`src/rtl/avalon_master_arbiter.sv`:
```
// avalon_master_arbiter: N-to-1 Avalon-MM master mux with round-robin grant
// and in-order read tag FIFO. Macro ARB_CH0_PRIORITY_EN: ch0 always wins.
module avalon_master_arbiter #(
  parameter int NUM_CH          = 3,
  parameter int ADDR_W          = 26,
  parameter int DATA_W          = 32,
  parameter int MAX_OUTSTANDING = 8
) (
  input  logic                       clock,
  input  logic                       reset,
  input  logic [NUM_CH*ADDR_W-1:0]   s_address,
  input  logic [NUM_CH-1:0]          s_read,
  input  logic [NUM_CH-1:0]          s_write,
  input  logic [NUM_CH*DATA_W/8-1:0] s_byteenable,
  input  logic [NUM_CH*DATA_W-1:0]   s_writedata,
  output logic [NUM_CH-1:0]          s_waitrequest,
  output logic [DATA_W-1:0]          s_readdata,
  output logic [NUM_CH-1:0]          s_readdatavalid,
  output logic [ADDR_W-1:0]          m_address,
  output logic                       m_read,
  output logic                       m_write,
  output logic [DATA_W/8-1:0]        m_byteenable,
  output logic [DATA_W-1:0]          m_writedata,
  input  logic                       m_waitrequest,
  input  logic [DATA_W-1:0]          m_readdata,
  input  logic                       m_readdatavalid,
  output logic                       protocol_err
);
  localparam int BE_W = DATA_W / 8;
  localparam int CW   = $clog2(NUM_CH);
  localparam int FW   = $clog2(MAX_OUTSTANDING);

  typedef enum logic {IDLE, BUSY} state_t;

  state_t            state_q, state_d;
  logic [CW-1:0]     grant_q, grant_d;
  logic [CW-1:0]     ptr_q, ptr_d;
  logic [CW-1:0]     win, idx;
  logic              win_vld;
  logic [NUM_CH-1:0] req, rr_req;
  logic [CW-1:0]     fifo_q [MAX_OUTSTANDING];
  logic [FW-1:0]     wr_q, rd_q;
  logic [FW:0]       cnt_q, cnt_d;
  logic              err_q, err_d;
  logic              g_rd, g_wr;
  logic              full, accept, push, pop;

  assign req          = s_read | s_write;
  assign full         = (cnt_q == (FW+1)'(MAX_OUTSTANDING));
  assign pop          = m_readdatavalid & (cnt_q != '0);
  assign s_readdata   = m_readdata;
  assign protocol_err = err_q;

  // Winner: first requester after the pointer, wrapping
  always_comb begin
    win     = '0;
    idx     = '0;
    win_vld = 1'b0;
    rr_req  = req;
`ifdef ARB_CH0_PRIORITY_EN
    rr_req[0] = 1'b0;
    win_vld   = req[0];
`endif
    for (int k = 1; k <= NUM_CH; k++) begin
      idx = CW'((int'(ptr_q) + k) % NUM_CH);
      if (!win_vld && rr_req[idx]) begin
        win     = idx;
        win_vld = 1'b1;
      end
    end
  end

  // Grant FSM next state and downstream command mux
  always_comb begin
    state_d       = state_q;
    grant_d       = grant_q;
    ptr_d         = ptr_q;
    err_d         = err_q;
    m_address     = '0;
    m_byteenable  = '0;
    m_writedata   = '0;
    m_read        = 1'b0;
    m_write       = 1'b0;
    s_waitrequest = '1;
    accept        = 1'b0;
    push          = 1'b0;
    g_rd          = s_read[grant_q];
    g_wr          = s_write[grant_q];
    if (|(s_read & s_write))
      err_d = 1'b1;
    unique case (state_q)
      IDLE: begin
        if (win_vld) begin
          grant_d = win;
          state_d = BUSY;
        end
      end
      BUSY: begin
        m_address    = s_address[grant_q*ADDR_W +: ADDR_W];
        m_byteenable = s_byteenable[grant_q*BE_W +: BE_W];
        m_writedata  = s_writedata[grant_q*DATA_W +: DATA_W];
        m_read       = g_rd & ~full;
        m_write      = g_wr & ~g_rd;
        accept       = (m_read | m_write) & ~m_waitrequest;
        if (accept) begin
          s_waitrequest[grant_q] = 1'b0;
          push    = g_rd;
          ptr_d   = grant_q;
          state_d = IDLE;
        end else if (!g_rd && !g_wr) begin
          err_d   = 1'b1;
          state_d = IDLE;
        end
      end
      default: state_d = IDLE;
    endcase
    if (m_readdatavalid && !pop)
      err_d = 1'b1;
  end

  // Read return strobe routed from FIFO head
  always_comb begin
    s_readdatavalid = '0;
    if (pop)
      s_readdatavalid[fifo_q[rd_q]] = 1'b1;
  end

  // Tag count; simultaneous push and pop cancel
  always_comb begin
    cnt_d = cnt_q;
    unique case ({push, pop})
      2'b10:   cnt_d = cnt_q + 1'b1;
      2'b01:   cnt_d = cnt_q - 1'b1;
      default: cnt_d = cnt_q;
    endcase
  end

  // Control state registers
  always_ff @(posedge clock or posedge reset) begin
    if (reset) begin
      state_q <= IDLE;
      grant_q <= '0;
      ptr_q   <= CW'(NUM_CH - 1);
      wr_q    <= '0;
      rd_q    <= '0;
      cnt_q   <= '0;
      err_q   <= 1'b0;
    end else begin
      state_q <= state_d;
      grant_q <= grant_d;
      ptr_q   <= ptr_d;
      cnt_q   <= cnt_d;
      err_q   <= err_d;
      if (push)
        wr_q <= wr_q + 1'b1;
      if (pop)
        rd_q <= rd_q + 1'b1;
    end
  end

  // Tag storage, no reset needed
  always_ff @(posedge clock) begin
    if (push)
      fifo_q[wr_q] <= grant_q;
  end

endmodule

```
`config.mk`:
```
export PLATFORM = sky130hd
export DESIGN_NAME = avalon_master_arbiter
export DESIGN_NICKNAME = d
export VERILOG_FILES = /design/src/rtl/avalon_master_arbiter.sv
export SDC_FILE = /design/constraint.sdc
export NUM_CORES = 1
export LEC_CHECK = 0
export ABC_AREA = 1
export BUFFER_PORTS_ARGS = -buffer_cell sky130_fd_sc_hd__buf_2
export CAP_MARGIN = 20
export CORE_AREA = 2 2 128 130
export CTS_CLUSTER_DIAMETER = 120
export DETAILED_ROUTE_END_ITERATION = 10
export DIE_AREA = 0 0 130 132
export PLACE_DENSITY = 0.5
export SYNTH_ARGS = -nofsm -noshare
export SYNTH_HDL_FRONTEND = slang
export SYNTH_SLANG_ARGS = --single-unit
```
`constraint.sdc`:
```
create_clock -name clock -period 4.4 [get_ports clock]
set_clock_uncertainty 0.2 [all_clocks]
set_input_delay 0.66 -clock clock [delete_from_list [all_inputs] [get_ports clock]]
set_output_delay 0.66 -clock clock [all_outputs]
set_load 0.01 [all_outputs]
```
Word level (Yosys, flattened, before mapping)
Memory sizes are Yosys's and may differ from the RTL's.
Index checks and enable logic that the tools add are counted.
{"block": "totals", "ramBits": 16, "mem_count": 1, "reg_bits": 16, "inputBits": 228}
{"name": "fifo_q", "words": 8, "width": 2, "read_ports": 1, "rd_clocked_by_memory_dff": 0, "wr": 1, "line": "41", "text": "logic [CW-1:0] fifo_q [MAX_OUTSTANDING];"}
{"block": "classes", "shift": 3, "n_mul": 1, "n_mux": 42, "n_bitwise": 12, "n_lt_le_gt_ge": 7, "eq_ne": 3, "add_sub_neg": 7, "reduce_logical": 16, "div_mod_pow": 3}
{"op": "32-bit by 3-bit modulo with 32-bit output, second input constant", "count": 3}
{"op": "96-bit by 8-bit indexed part select with 32-bit output", "count": 1}
{"op": "78-bit by 8-bit indexed part select with 26-bit output", "count": 1}
{"op": "32-bit 2-to-1 mux", "count": 1}
{"op": "26-bit 2-to-1 mux", "count": 1}
{"op": "1-bit 2-to-1 mux", "count": 24}
{"op": "2-bit by 3-bit < comparator with 1-bit output, second input constant", "count": 5}
{"op": "12-bit by 5-bit indexed part select with 4-bit output", "count": 1}
{"op": "1-bit binary-select mux with 2-bit select", "count": 5}
{"op": "3-bit 2-to-1 mux", "count": 3}
{"op": "4-bit one-hot mux with 2 select lines", "count": 1}
{"op": "2-bit by 2-bit adder with 3-bit output, second input constant", "count": 2}
{"op": "3-bit by 1-bit adder with 3-bit output, second input constant", "count": 2}
{"op": "1-bit logical AND", "count": 6}
{"op": "2-bit by 4-bit multiplier with 6-bit output, second input constant", "count": 1}
{"op": "2-bit 2-to-1 mux", "count": 3}
{"op": "1-bit logical NOT", "count": 5}
{"op": "4-bit by 1-bit adder with 4-bit output, second input constant", "count": 1}
{"op": "1-bit bitwise AND", "count": 4}
{"op": "1-bit demux with 2-bit select", "count": 2}
{"op": "4-bit == test, second input constant", "count": 1}
{"op": "2-bit by 1-bit >= comparator with 1-bit output, second input constant", "count": 2}
{"op": "4-bit 2-to-1 mux", "count": 1}
{"op": "1-bit inverter", "count": 4}
{"op": "other kinds (13)", "count": 14}

Depth between registers and ports, before layout
{"block": "depth", "word_depth": 13, "ltp_mapped": 14, "ltp_nobuf": 14}

Least setup slack after synthesis
Ideal clock, no wire load.
{"block": "synth_path", "path_type": "flip-flop to flip-flop", "start": "register grant_q[0]", "end": "register cnt_q[2]", "period_less_slack_ps": 2639, "t_required_ps": 4081, "path_buffers": 0, "t_arrival_ps": 2320, "slack_ps": 1761, "setup_time_ps": 119, "stages_incl_launch_ff": 15, "path_cell_list": "dfrtp_1 > inv_2 > nor2_4 > nand2_1 > nand3_1 > nand2_1 > nor3_4 > inv_2 > ha_1 > xor2_1 > ha_1 > a21oi_1 > a21oi_1 > o21ai_0 > o21a_1"}
{"block": "synth_via", "elab_chain_len": 10, "word_cells_on_any_way": 15}
{"element": "start, declared", "line": "36", "text": "logic [CW-1:0] grant_q, grant_d;"}
{"element": "start signal, assigned", "line": "150", "text": "grant_q <= grant_d;"}
{"element": "1-bit binary-select mux with 2-bit select", "line": "87", "text": "g_rd = s_read[grant_q];"}
{"element": "1-bit 2-to-1 mux (implied by the code)", "line": "87"}
{"element": "1-bit inverter", "line": "103", "text": "m_write = g_wr & ~g_rd;"}
{"element": "1-bit bitwise AND", "line": "103"}
{"element": "1-bit bitwise OR", "line": "104", "text": "accept = (m_read | m_write) & ~m_waitrequest;"}
{"element": "1-bit bitwise AND", "line": "104"}
{"element": "1-bit 2-to-1 mux (*)", "line": "105", "text": "if (accept) begin"}
{"element": "1-bit 2-to-1 mux (*)", "line": "91", "text": "unique case (state_q)"}
{"element": "2-bit by 1-bit == test with 1-bit output / 2-bit == test (equally long branches)", "line": "131", "text": "unique case ({push, pop})"}
{"element": "4-bit one-hot mux with 2 select lines / 2-bit nonzero test (equally long branches)"}
{"element": "end signal, assigned", "line": "152", "text": "cnt_q <= cnt_d;"}
{"element": "end, declared", "line": "43", "text": "logic [FW:0] cnt_q, cnt_d;"}
Mark *: on every way between the ends. The rest lies on a longest branch, timed or not. The select of a mux whose other input is x is not followed.
A chain may end at the register's enable or synchronous reset.

Final worst setup path
{"block": "layout_path", "start": "register grant_q[0]", "end": "output port s_waitrequest[0]"}
{"block": "layout_via", "elab_chain_len": 8, "word_cells_on_any_way": 17}
{"element": "1-bit binary-select mux with 2-bit select", "line": "87"}
{"element": "1-bit 2-to-1 mux (implied by the code)", "line": "87"}
{"element": "1-bit inverter", "line": "103"}
{"element": "1-bit bitwise AND", "line": "103"}
{"element": "1-bit bitwise OR", "line": "104"}
{"element": "1-bit bitwise AND", "line": "104"}
{"element": "3-bit 2-to-1 mux (*)", "line": "105"}
{"element": "3-bit 2-to-1 mux (*)", "line": "91"}
{"element": "end, declared", "line": "16", "text": "output logic [NUM_CH-1:0] s_waitrequest,"}
Marks and branches as above.

==> flow_metrics.tcl <==
set metrics [dict create \
    status "completed" \
    use_met3_pct 6.41 \
    cts_tree "built" \
    total_power_mw 3.08 \
    drtIter0Drc 189 \
    final.setup.tns_ps 0 \
    power_density_mw_per_mm2 607 \
    grt_antenna_before_repair 1 \
    slew_headroom_pct 52.1 \
    first_pass_iters 4 \
    clk_path_buf_depth 2 \
    vias_per_cell 4.24 \
    gr-usage-met1_pct 19.5 \
    nets 1104 \
    cts_buffers 5 \
    fin_crit_sh_pct 79.1 \
    worstPathRequired_ps 3540 \
    port_buffers 266 \
    netlist_area_mm2 0.00364 \
    use_met2_pct 30.3 \
    timing.final.ws_setup_ps 921 \
    clkLatencyLatePin_ps 280 \
    top_usage_layer "met2" \
    htree_levels 2 \
    worst_pin_slew_ps 718 \
    seq_area_frac_synth_pct 24.2 \
    drv_slew 0 \
    cp_max_fo 21 \
    start_util_pct 23.2 \
    min_period_ps 3480 \
    io_pins 331 \
    hold_violations 0 \
    drc 0 \
    fillers 1803 \
    num_rows 46 \
    worstSetupPathType "reg2out" \
    syn-mean-instance-area_um2 5.57 \
    timing.fmax_mhz 287 \
    area_growth_pct 39.4 \
    dpl_worst_slack_ps 1010 \
    drive_gt1_share_pct 33.3 \
    grt_pass1_wl_um 23100 \
    p_leak_nw 3.18 \
    synth_nets 889 \
    ys_ff_latch 32 \
    arrival_ps 2620 \
    synth_flop_cell "edfxtp_1" \
    synth_cell_type_count 30 \
    end_kind "output port" \
    fp.dieH_um 132 \
    detail-route-antenna-nets 0 \
    hold_ws_ps 281 \
    dpl.hpwl_um 12300 \
    drt-wirelength-per-cell_um 13.8 \
    reg2reg_depth 14 \
    peakVddDrop_v 0.000170 \
    dieArea_mm2 0.0172 \
    rsz0062_at_grt "no" \
    async_flop_share_pct 50.0 \
    first_global_vias 4513 \
    grt_max_degree 68 \
    hp-class "in2async" \
    cts.sinks 32 \
    die_w_um 130 \
    clk_pin_slew_worst_paths_ps 50 \
    cts-root-buf "clkbuf_16" \
    cts_resized 0 \
    cts_setup_buffers 0 \
    max-cap-violations 0 \
    r2r_end "cnt_q[2]" \
    timing.rr.start "grant_q[0]" \
    synthCells 654 \
    wl_um 15000 \
    ff2ff_setup_slack_ps 1010 \
    setup_viol 0 \
    synth_edf_count 16 \
    fin_util_pct 32.3 \
    yosys_warnings 0 \
    grt_use_total_pct 17.1 \
    place_congestion 0.806 \
    critPathLaunchType "flop" \
    vias 4610 \
    holdBufCountCts 0 \
    core-area_mm2 0.0157 \
    overflow 0 \
    crit_start "grant_q[0]" \
]
-- per-stage QoR --
stage / instances / area (um2)
floorplan: 654 / 3640
global placement: 1078 / 4930
detailed placement: 1078 / 4930
CTS: 1086 / 5080
global route: 1086 / 5080
finish: 1087 / 5080
-- sequential cells by signal, indices dropped and copies added, names as in the netlist --
signal        flops
cnt_q             4
fifo_q           16
grant_q           2
protocol_err      1
ptr_q             2
rd_q              3
state_q           1
wr_q              3
-- per-layer routing --
layer  share of wire, %  routed length, um
met3                8.9               1330
met5                  0                  0
met4                1.5                231
met2                 50               7460
met1                 40               6010
-- placed cells by master (no fill, tap or decap), drive strengths merged, types with 3 or more instances in the layout --
cell	n
clkbuf	8
nand4	7
buf	271
inv	87
ha	7
xor2	4
nor3	5
dfrtp	15
nor2	30
o21ai	17
nand2	313
nand3	78
edfxtp	16
a21oi	3
-- Yosys cell counts, drive strengths merged (2+ instances only) --
cell type	number	area [um2]
a21oi	3	15.0
buf	42	282
clkbuf	21	78.8
dfrtp	15	375
edfxtp	16	480
ha	7	87.6
inv	87	327
nand2	313	1180
nand3	78	390
nand4	7	43.8
nor2	30	128
nor3	5	46.3
o21ai	17	85.1
xnor2	2	17.5
xor2	4	35.0
-- cells by family after synthesis --
| logic type | after synthesis | synth area share, % |
|---|---|---|
| buf+inv | 150 | 18.9 |
| fa+ha+maj | 7 | 2.40 |
| xor+xnor | 6 | 1.44 |
| simple gates | 434 | 49.3 |
| flops | 32 | 24.2 |
| compound gates | 25 | 3.81 |
-- layout make-up --
cell class | count | area (um2) | share of cell area [%]
flip-flops and latches | 32 | 883 | 17.4
repair buffers | 271 | 1370 | 27.0
multi-input cells | 472 | 2080 | 41.0
diodes | 1 | 2.50 | 0.0493
well taps | 216 | 270 | 5.32
clock buffers | 8 | 146 | 2.88
inverters | 87 | 327 | 6.43
-- critical path, cell delays in order (launching register included) --
cell	delay [ps]
dfrtp_1	560
nor2_4	480
buf_4	350
nand2_1	80
nand3_1	110
nand4_1	130
nand2_1	180
nand4_1	210
buf_2	230
-- worst max path at each step --
stage | depth (start not counted) | slack (ps) | to
detailed placement | 14 | 1010 | cnt_q[2]
floorplan | 14 | 1760 | cnt_q[2]
global route | 8 | 690 | s_waitrequest[0]
finish | 8 | 920 | s_waitrequest[0]
CTS | 8 | 910 | s_waitrequest[0]
global placement | 14 | 1040 | cnt_q[2]
-- report_power, final --
group | leakage, nW | switching [mW] | internal [mW] | total [mW]
Sequential | 0.333 | 0.118 | 0.415 | 0.533
Clock | 0.0712 | 0.119 | 0.225 | 0.344
Combinational | 2.78 | 1.42 | 0.783 | 2.20
No activity file was read; power rests on OpenSTA's default activity.
